### src/rtl/lane_sum_accumulator_pkg.sv
// Shared constants, types and the round/saturate helper for the lane-sum accumulator.
package lane_sum_accumulator_pkg;

  localparam int unsigned LANES      = 8;
  localparam int unsigned DATA_W_DEF = 8;
  localparam int unsigned ACC_W_DEF  = 32;

  typedef logic [LANES-1:0][DATA_W_DEF-1:0] lane_arr_t;

  typedef enum logic {StIdle, StAccum} frame_st_e;

  // 64-bit working width keeps the rounding add from wrapping for any ACC_W up to 63.
  function automatic logic [63:0] round_sat(input logic [63:0] total,
                                            input int unsigned shift,
                                            input int unsigned data_w);
    logic [63:0] rounded;
    logic [63:0] max_val;
    rounded = (total + (64'd1 << (shift - 32'd1))) >> shift;
    max_val = (64'd1 << data_w) - 64'd1;
    return (rounded > max_val) ? max_val : rounded;
  endfunction

endpackage

### src/rtl/lane_sum_accumulator_add_pair_reg.sv
// Registered two-input adder with a valid bit; one node of the lane adder tree.
module add_pair_reg #(
  parameter int unsigned W = 8
) (
  input  logic         clk,
  input  logic         rst,
  input  logic         in_valid,
  input  logic [W-1:0] a,
  input  logic [W-1:0] b,
  output logic         out_valid,
  output logic [W:0]   sum
);

  // Data is not reset; the cleared valid bit masks it downstream.
  always_ff @(posedge clk) begin
    if (rst) begin
      out_valid <= 1'b0;
    end else begin
      out_valid <= in_valid;
    end
    if (in_valid) begin
      sum <= {1'b0, a} + {1'b0, b};
    end
  end

endmodule

### src/rtl/lane_sum_accumulator.sv
// 8-lane pipelined adder tree feeding a frame accumulator with a registered rounded-average result.
module lane_sum_accumulator
  import lane_sum_accumulator_pkg::*;
#(
  parameter int unsigned DATA_W = DATA_W_DEF,
  parameter int unsigned BEATS  = 32,
  parameter int unsigned ACC_W  = ACC_W_DEF,
  parameter int unsigned SHIFT  = 8
) (
  input  logic              clk,
  input  logic              rst,
  input  logic              in_valid,
  input  logic [DATA_W-1:0] in0,
  input  logic [DATA_W-1:0] in1,
  input  logic [DATA_W-1:0] in2,
  input  logic [DATA_W-1:0] in3,
  input  logic [DATA_W-1:0] in4,
  input  logic [DATA_W-1:0] in5,
  input  logic [DATA_W-1:0] in6,
  input  logic [DATA_W-1:0] in7,
  output logic [ACC_W-1:0]  acc,
  output logic [15:0]       beat_cnt,
  output logic              out_valid,
  output logic [ACC_W-1:0]  out_total,
  output logic [DATA_W-1:0] out_avg
);

  logic [DATA_W-1:0] lane [LANES];
  assign lane[0] = in0;
  assign lane[1] = in1;
  assign lane[2] = in2;
  assign lane[3] = in3;
  assign lane[4] = in4;
  assign lane[5] = in5;
  assign lane[6] = in6;
  assign lane[7] = in7;

  logic [DATA_W:0]   s1 [4];
  logic              v1 [4];
  logic [DATA_W+1:0] s2 [2];
  logic              v2 [2];
  logic [DATA_W+2:0] s3;
  logic              v3;

  for (genvar g = 0; g < 4; g++) begin : gen_s1
    add_pair_reg #(.W(DATA_W)) u_add (
      .clk      (clk),
      .rst      (rst),
      .in_valid (in_valid),
      .a        (lane[2*g]),
      .b        (lane[2*g+1]),
      .out_valid(v1[g]),
      .sum      (s1[g])
    );
  end

  for (genvar g = 0; g < 2; g++) begin : gen_s2
    add_pair_reg #(.W(DATA_W+1)) u_add (
      .clk      (clk),
      .rst      (rst),
      .in_valid (v1[2*g] & v1[2*g+1]),
      .a        (s1[2*g]),
      .b        (s1[2*g+1]),
      .out_valid(v2[g]),
      .sum      (s2[g])
    );
  end

  add_pair_reg #(.W(DATA_W+2)) u_s3 (
    .clk      (clk),
    .rst      (rst),
    .in_valid (v2[0] & v2[1]),
    .a        (s2[0]),
    .b        (s2[1]),
    .out_valid(v3),
    .sum      (s3)
  );

  frame_st_e        frame_st;
  logic [ACC_W-1:0] base;
  logic [15:0]      base_cnt;
  logic [ACC_W-1:0] acc_next;
  logic [15:0]      cnt_next;

  // In StIdle acc still shows the previous frame's final value, so restart from zero.
  always_comb begin
    base     = (frame_st == StIdle) ? '0 : acc;
    base_cnt = (frame_st == StIdle) ? '0 : beat_cnt;
    acc_next = base + {{(ACC_W-DATA_W-3){1'b0}}, s3};
    cnt_next = base_cnt + 16'd1;
  end

  always_ff @(posedge clk) begin
    if (rst) begin
      frame_st  <= StIdle;
      acc       <= '0;
      beat_cnt  <= '0;
      out_valid <= 1'b0;
      out_total <= '0;
      out_avg   <= '0;
    end else begin
      out_valid <= 1'b0;
      if (v3) begin
        acc      <= acc_next;
        beat_cnt <= cnt_next;
        if (cnt_next == 16'(BEATS)) begin
          out_valid <= 1'b1;
          out_total <= acc_next;
          out_avg   <= DATA_W'(round_sat(64'(acc_next), SHIFT, DATA_W));
          frame_st  <= StIdle;
        end else begin
          frame_st  <= StAccum;
        end
      end else if (frame_st == StIdle) begin
        acc      <= '0;
        beat_cnt <= '0;
      end
    end
  end

endmodule

### config.mk
export PLATFORM = sky130hd
export DESIGN_NAME = lane_sum_accumulator
export DESIGN_NICKNAME = d
export VERILOG_FILES = /design/src/rtl/lane_sum_accumulator_pkg.sv /design/src/rtl/lane_sum_accumulator_add_pair_reg.sv /design/src/rtl/lane_sum_accumulator.sv
export SDC_FILE = /design/constraint.sdc
export NUM_CORES = 1
export LEC_CHECK = 0
export ABC_AREA = 1
export CORE_UTILIZATION = 55
export CTS_BUF_LIST = sky130_fd_sc_hd__clkbuf_16
export DETAILED_ROUTE_END_ITERATION = 7
export GPL_TIMING_DRIVEN = 0
export PLACE_DENSITY = 0.93
export RECOVER_POWER = 50
export SETUP_SLACK_MARGIN = 0.2
export SLEW_MARGIN = 40
export SYNTH_ARGS = -nofsm -noshare
export SYNTH_HDL_FRONTEND = slang
export SYNTH_SLANG_ARGS = --single-unit
### constraint.sdc
create_clock -name clk -period 5.8 [get_ports clk]
set_input_delay 1.16 -clock clk [delete_from_list [all_inputs] [get_ports clk]]
set_output_delay 1.16 -clock clk [all_outputs]
set_load 0.05 [all_outputs]
==> results of run 1 <==
-- power by group through the flow --
| stage | clock network, W | logic [W] | registers [W] |
|---|---|---|---|
| 6_report | 0.00105 | 0.000639 | 0.00134 |
| 5_1_grt | 0.00110 | 0.000710 | 0.00135 |
| 3_5_place_dp | 0 | 0.000615 | 0.00137 |
| 2_1_floorplan | 0 | 0.000409 | 0.00137 |
| 4_1_cts | 0.00105 | 0.000635 | 0.00134 |
| 3_3_place_gp | 0 | 0.000567 | 0.00136 |
-- state kept, by name, summed over array words and instances (netlist names), 8 cells and up --
name,count
gen_s1.u_add.sum,36
out_total,32
gen_s2.u_add.sum,20
acc,32
beat_cnt,16
u_s3.sum,11
out_avg,8
-- worst register-to-register path: cells and delay by family (launching register included) --
family                     cells  cell delay (ps)
adders and majority gates      3              780
buffers and inverters          8             1260
DFF                            1              450
and+or+nand+nor               19             2580
-- kinds of logic (layout without fill, tap and decap cells) --
kind of cell,after synthesis,in the layout
flip-flops,160,160
adder cells (fa/ha/maj),81,81
buffers and inverters,272,458
AND/OR/NAND/NOR,670,670
XOR/XNOR,61,61
AO/OA/AOI/OAI,212,212
-- worst max-delay path by stage --
| stage | cells after the start | slack (ps) | to | from |
|---|---|---|---|---|
| floorplan | 31 | 1540 | out_avg[3]$_SDFFE_PP0P_ | frame_st$_SDFFE_PP0P_ |
| global placement | 31 | 480 | out_avg[1]$_SDFFE_PP0P_ | frame_st$_SDFFE_PP0P_ |
| detailed placement | 31 | 320 | out_avg[1]$_SDFFE_PP0P_ | frame_st$_SDFFE_PP0P_ |
| CTS | 31 | 240 | out_avg[1]$_SDFFE_PP0P_ | frame_st$_SDFFE_PP0P_ |
| global route | 30 | 260 | out_avg[1]$_SDFFE_PP0P_ | frame_st$_SDFFE_PP0P_ |
| finish | 30 | 650 | out_avg[1]$_SDFFE_PP0P_ | frame_st$_SDFFE_PP0P_ |
-- what timing repair did --
action	in CTS	in global routing
endpoints found under the setup margin	0	8
buffers inserted	0	0
gates resized for setup	0	1
endpoints found under the hold margin	0	0
-- metal layers --
metal / vias up / track usage (%) / routed length (um)
li1: 5061 / - / -
met2: 513 / 56.4 / 15000
met3: 106 / 5.23 / 2290
met1: 4731 / 36.2 / 11900
met5: - / 0 / 0
met4: 0 / 16.4 / 1340
-- per-stage QoR --
stage	setup WS (ps)	area [um^2]	instances
6_report	652	13200	1902
5_1_grt	257	13200	1902
4_1_cts	238	13200	1903
3_5_place_dp	321	12600	1871
3_3_place_gp	477	12600	1870
2_1_floorplan	1540	10800	1456
-- final cells by class --
type                            instances  area share [%]
Tap cell                              260            2.47
Multi-Input combinational cell       1024            44.2
Buffer                                 33            1.29
Sequential cell                       160            29.4
Clock buffer                           18            3.42
Timing Repair Buffer                  155            11.7
Inverter                              238            6.79
Clock inverter                         14           0.675
-- cells in the mapped netlist (all sizes together) --
cell,n
nor2,131
clkinv,1
xor2,45
a211oi,1
buf,13
o211a,1
nand4,25
xnor2,16
nor3,7
nand3b,1
nor4,2
o21bai,2
edfxtp,67
a21oi,102
nand3,135
inv,237
clkbuf,21
o211ai,3
nand2,366
nor3b,1
o21ai,96
ha,73
dfxtp,93
and2,2
a21o,7
fa,8
-- cell usage in the layout, fill, tap and decap left out, drive strengths merged --
cell           netlist  layout
a211oi               1       1
a21o                 7       7
a21oi              102     102
and2                 2       2
buf                 13      13
clkbuf              21      40
clkdlybuf4s50        0     122
clkinv               1       7
dfxtp               93      93
dlygate4sd3          0      31
edfxtp              67      67
fa                   8       8
ha                  73      73
inv                237     245
nand2              366     366
nand3              135     135
nand3b               1       1
nand4               25      25
nor2               131     131
nor3                 7       7
nor3b                1       1
nor4                 2       2
o211a                1       1
o211ai               3       3
o21ai               96      96
o21bai               2       2
xnor2               16      16
xor2                45      45
==> results.md, run 1 <==
* Run status: complete, no violations
* Chip Width at 142 um
* Avg Inst Size Synth at 7.39 um^2
* Crit-path most repeated cell: sky130_fd_sc_hd__nand2_1
* Nature of the critical path startpoint: flop
* Reg2Reg Depth at 30
* Max H-tree Level at 4
* Crit path max-delay cell type: sky130_fd_sc_hd__dfxtp_1
* Number of max-slew violations in the final report at 0
* Hold WC Path Type: flop to flop
* Peak supply drop at 203 uV
* Grt ovf at 0
* Cell count of the worst hold path at 2
* Data required time of the worst path at 6140 ps
* Switching power share of the total at 29.9%
* Worst path arrival time at 5480 ps
* Final net count at 1777
* Number of antenna cells inserted at 0
* Synthesis Warnings at 0
* Via density at 5.47
* Compound-Gate Fraction of Synth Area at 10.3%
* Max-cap violations at 0
* Kind of critical path: flop to flop
* Area growth from synthesis to layout at 22.3%
* Filler instances at 1501
* Number of hold buffers added after cts at 0
* Flop pwr share at 44.2%
* Net switching power figure at 0.000907 W
* Power share of the combinational group at 21.1%
* Die H at 142 um
* DRT Wirelength at 30500 um
* Post-Syn Instances at 1456
* Routed wirelength normalized by instance count at 16.0 um
* Starting utilization of the core area at 56.8%
* Worst R2R Setup Slack at 650 ps
* Number of hold violations in the final report at 0
* Clock sinks at 160
* Max transition margin at 32.8%
* Skew final at 8.09 ps
* Post-Synthesis Cell Area at 10800 um^2
* Capture instance of the worst register-to-register path: out_avg[1]$_SDFFE_PP0P_
* Netlist cell types at 43
* DR pass1 iterations at 5
* Area fraction in and, or, nand and nor cells after synthesis at 28.8%
* Maximum clock frequency at 194 MHz
* CTS clock-pin slew for the worst setup and hold paths at 70 ps
* WHS Endpoint: out_total[18]$_SDFFE_PP0P_
* Placer Congestion at 0.959
* Fraction of the cycle the final worst path needs at 88.8%
* Total internal power at 0.00213 W
* Post-synth top area share at 18.7%
* Root buffer cell: sky130_fd_sc_hd__clkbuf_16
* Power per standard cell area at 231 nW/um^2
* Kind of cell with the highest combined delay on the critical path: simple AND/OR/NAND/NOR gates
* Ports at 156
* Worst min-delay path startpoint: out_total[18]$_SDFFE_PP0P_
* Pin count of the biggest net entering global routing at 22
* Slowest cell delay on critical path at 450 ps
* Worst-Skew Late Latency at 440 ps
* Synthesis-stage register bit count at 160
* Fraction of final layout cells with drive strength greater than 1 at 7.37%
* Wire length of the first global-routing pass at 49200 um
* Maximum count of clock buffers along a single path at 2
* Clock power frac at 34.7%
* Overall global routing resource usage at 31.5%
* Main combinational cell family by area after synthesis: simple AND/OR/NAND/NOR gates
* Die area at 20100 um^2
* Min Clock Period, post-route at 5150 ps
* Fraction of the yosys area taken by sequential cells at 36.0%
* Half-perimeter wire length after placement at 24000 um
* Multiplexer fraction of the synthesized cell area at 0%
* Total clock buffers created by CTS at 17
* Worst hold slack after final layout at 471 ps
* RSZ-0062 raised after global routing: no
* Cell type with the highest aggregate area in the netlist: sky130_fd_sc_hd__edfxtp_1
* Buf+Inv Stages, Crit Path at 8
* Static leakage at 6.38 nW
* Area contributors post-synth: sky130_fd_sc_hd__edfxtp_1 (19%), sky130_fd_sc_hd__dfxtp_1 (17%), sky130_fd_sc_hd__nand2_1 (12%), sky130_fd_sc_hd__ha_1 (8.5%), sky130_fd_sc_hd__inv_1 (7.9%)
* Iteration-0 DRC Markers at 845
* Worst reg2reg path startpoint: frame_st$_SDFFE_PP0P_
* Syn nets at 1604
* Number of nets still failing antenna checks after routing at 0
* Highest fanout seen on the critical path at 19
* Register area at 3870 um^2
* Total power of the final layout at 0.00304 W
* Routed vias at 10411
* Final core utilization at 69.4%
* Antenna violations before repair at 0
* Area of the core at 19000 um^2
* Total negative slack for setup checks at 0 ps
* Worst setup EP type: flop
* Post-synthesis adder-cell area fraction at 9.97%
* Area of combinational cells with multiple inputs at 5820 um^2
* Clock tree from TritonCTS: yes
* Slew of the pin with the lowest slew margin at 1010 ps
* Via count of the first global-routing pass at 10108
* Placement row count at 50
* XOR/XNOR share of the synthesized area at 4.96%
* Count of port buffers added during placement at 154
* Final setup violation count at 0
* Drt drc at 0
(Power assumes the default switching activity.)
==> run 2: changes to the inputs <==
--- a/config.mk
+++ b/config.mk
@@ -8,9 +8,11 @@
 export ABC_AREA = 1
 export CORE_UTILIZATION = 55
 export CTS_BUF_LIST = sky130_fd_sc_hd__clkbuf_16
+export CTS_CLUSTER_SIZE = 10
 export DETAILED_ROUTE_END_ITERATION = 7
+export DONT_BUFFER_PORTS = 1
 export GPL_TIMING_DRIVEN = 0
-export PLACE_DENSITY = 0.93
+export PLACE_DENSITY = 0.82
 export RECOVER_POWER = 50
 export SETUP_SLACK_MARGIN = 0.2
 export SLEW_MARGIN = 40
==> results.md, run 2 (same netlist as run 1, synthesis figures left out) <==
* Clock power frac at 37.4% (was 34.7%)
* Slowest cell delay on critical path at 430 ps (was 450 ps)
* Placement row count at 50 (unchanged)
* Nature of the critical path startpoint: flop (unchanged)
* Root buffer cell: sky130_fd_sc_hd__clkbuf_16 (unchanged)
* Most common cell after layout, fill and taps aside: sky130_fd_sc_hd__nand2_1 (unchanged)
* Max transition margin at 43.1% (was 32.8%)
* Crit-path most repeated cell: sky130_fd_sc_hd__nand2_1 (unchanged)
* Via count of the first global-routing pass at 8833 (was 10108)
* Final worst slack at 716 ps (was 652 ps)
* Highest fanout seen on the critical path at 19 (unchanged)
* DR pass1 iterations at 5 (unchanged)
* Iteration-0 DRC Markers at 514 (was 845)
* Non-filler cells in the finished layout at 1747 (was 1902)
* Largest registers ranked by flip-flop count: gen_s1.u_add.sum (36), acc (32), out_total (32) (unchanged)
* Net switching power figure at 0.000857 W (was 0.000907 W)
* Kind of critical path: flop to flop (unchanged)
* Die H at 142 um (unchanged)
* CTS clock-pin slew for the worst setup and hold paths at 70 ps (about the same)
* Number of hold violations in the final report at 0 (unchanged)
* Maximum clock frequency at 197 MHz (was 194 MHz)
* Worst-Skew Late Latency at 430 ps (was 440 ps)
* Number of max-slew violations in the final report at 0 (unchanged)
* Worst setup timing slack at the placement stage at 329 ps (was 321 ps)
* Area of the core at 19000 um^2 (unchanged)
* Half-perimeter wire length after placement at 21300 um (was 24000 um)
* Crit path max-delay cell type: sky130_fd_sc_hd__dfxtp_1 (unchanged)
* Slew of the pin with the lowest slew margin at 853 ps (was 1010 ps)
* Flop pwr share at 45.4% (was 44.2%)
* Hold WC Path Type: flop to flop (unchanged)
* Total negative slack for setup checks at 0 ps (unchanged)
* Area growth from synthesis to layout at 8.39% (was 22.3%)
* Chip Width at 142 um (unchanged)
* Count of port buffers added during placement at 0 (was 154)
* Overall global routing resource usage at 27.4% (was 31.5%)
* Buffers inserted by post-CTS timing repair at 0 (unchanged)
* Commonest cells after routing, fill and taps aside: sky130_fd_sc_hd__nand2_1 (333), sky130_fd_sc_hd__inv_1 (227), sky130_fd_sc_hd__nand3_1 (128) (was sky130_fd_sc_hd__nand2_1 (333), sky130_fd_sc_hd__inv_1 (229), sky130_fd_sc_hd__nand3_1 (128))
* Routed wirelength normalized by instance count at 15.3 um (was 16.0 um)
* Switching power share of the total at 28.5% (was 29.9%)
* Total power of the final layout at 0.00301 W (was 0.00304 W)
* Number of antenna cells inserted at 0 (unchanged)
* RSZ-0062 raised after global routing: no (unchanged)
* Worst path arrival time at 5420 ps (was 5480 ps)
* Skew final at 10.4 ps (was 8.09 ps)
* Cell count after placement at 1716 (was 1871)
* Maximum count of clock buffers along a single path at 2 (unchanged)
* Starting utilization of the core area at 56.8% (unchanged)
* Worst setup EP type: flop (unchanged)
* Ports at 156 (unchanged)
* Total internal power at 0.00215 W (was 0.00213 W)
* Run status: complete, no violations (unchanged)
* Max reg flops at 36 (unchanged)
* Min Clock Period, post-route at 5080 ps (was 5150 ps)
* Pin count of the biggest net entering global routing at 38 (was 22)
* Power per standard cell area at 258 nW/um^2 (was 231 nW/um^2)
* Routed vias at 9477 (was 10411)
* Final net count at 1622 (was 1777)
* Most flops, register: gen_s1.u_add.sum (unchanged)
* DRT Wirelength at 26700 um (was 30500 um)
* Max H-tree Level at 4 (unchanged)
* Max-cap violations at 0 (unchanged)
* Via density at 5.42 (was 5.47)
* Grt ovf at 0 (unchanged)
* Wire length of the first global-routing pass at 42500 um (was 49200 um)
* Clock sinks at 160 (unchanged)
* Placer Congestion at 0.961 (was 0.959)
* Fraction of the cycle the final worst path needs at 87.7% (was 88.8%)
* Antenna violations before repair at 0 (unchanged)
* Number of nets still failing antenna checks after routing at 0 (unchanged)
* Drt drc at 0 (unchanged)
* Clock tree from TritonCTS: yes (unchanged)
* Final setup violation count at 0 (unchanged)
* Data required time of the worst path at 6130 ps (was 6140 ps)
* Power share of the combinational group at 17.2% (was 21.1%)
* Fraction of final layout cells with drive strength greater than 1 at 8.34% (was 7.37%)
* Die area at 20100 um^2 (unchanged)
* Total clock buffers created by CTS at 17 (unchanged)
* Peak supply drop at 210 uV (was 203 uV)
* Static leakage at 5.75 nW (was 6.38 nW)
run 2: cell count changes in the layout (fill, tap and decap cells not counted), moves of 2 or more:
| cell | delta |
|---|---|
| sky130_fd_sc_hd__clkdlybuf4s50_1 | -122 |
| sky130_fd_sc_hd__bufinv_16 | +2 |
| sky130_fd_sc_hd__inv_1 | -2 |
| sky130_fd_sc_hd__inv_6 | +4 |
| sky130_fd_sc_hd__inv_4 | -2 |
| sky130_fd_sc_hd__dlygate4sd3_1 | -31 |
| sky130_fd_sc_hd__clkbuf_1 | -2 |
run 2: metal layers:
| layer | wire, um | share of wire [%] | track usage (%) | vias up |
|---|---|---|---|---|
| li1 | - | - | - | 4766 |
| met1 | 10900 | 41 | 31.6 | 4312 |
| met2 | 12800 | 48 | 48.1 | 343 |
| met3 | 1950 | 7.3 | 5.87 | 56 |
| met4 | 1060 | 4.0 | 13.6 | 0 |
| met5 | 0 | 0 | 0 | - |
run 2: critical path, delay by kind of cell (launching register included):
kind	cells	cell delay (ps)
fa+ha+maj	3	770
buf+inv	8	1230
flops	1	430
simple gates	19	2550
run 2: cell type report:
type / instances / area (um^2)
Multi-Input combinational cell: 1024 / 5820
Clock inverter: 15 / 159
Clock buffer: 17 / 425
Buffer: 33 / 170
Sequential cell: 160 / 3870
Fill cell: 1741 / 7290
Inverter: 238 / 893
Tap cell: 260 / 325
run 2: power by group through the flow:
stage / clock (W) / sequential (W) / combinational, W
after floorplan: 0 / 0.00137 / 0.000409
after global placement: 0 / 0.00139 / 0.000482
after detailed placement: 0 / 0.00139 / 0.000509
after CTS: 0.00115 / 0.00137 / 0.000517
after global routing: 0.00119 / 0.00137 / 0.000592
final: 0.00113 / 0.00136 / 0.000517
run 2: repair_timing:
action                                  CTS  global route
endpoints found under the hold margin     0             0
hold buffers                              0             0
gates resized for setup                   0             0
endpoints found under the setup margin    0             8
run 2: path summary, 6_finish.rpt:
check                                                 startpoint  cells after the start  slack, ps                               end
worst max-delay path                       frame_st$_SDFFE_PP0P_                     30        720           out_avg[5]$_SDFFE_PP0P_
worst min-delay path            gen_s1[0].u_add.sum[0]$_DFFE_PP_                      1        560  gen_s2[0].u_add.sum[0]$_DFFE_PP_
worst max register to register             frame_st$_SDFFE_PP0P_                     30        720           out_avg[5]$_SDFFE_PP0P_
worst min register to register  gen_s1[0].u_add.sum[0]$_DFFE_PP_                      1        560  gen_s2[0].u_add.sum[0]$_DFFE_PP_
run 2: per-stage QoR:
stage          cell area [um^2]  hold slack [ps]  utilization [%]
4_1_cts                   11700              568             61.6
3_3_place_gp              11100              532             58.5
6_report                  11700              564             61.5
3_5_place_dp              11100              548             58.5
2_1_floorplan             10800              513                -
5_1_grt                   11700              576             61.5
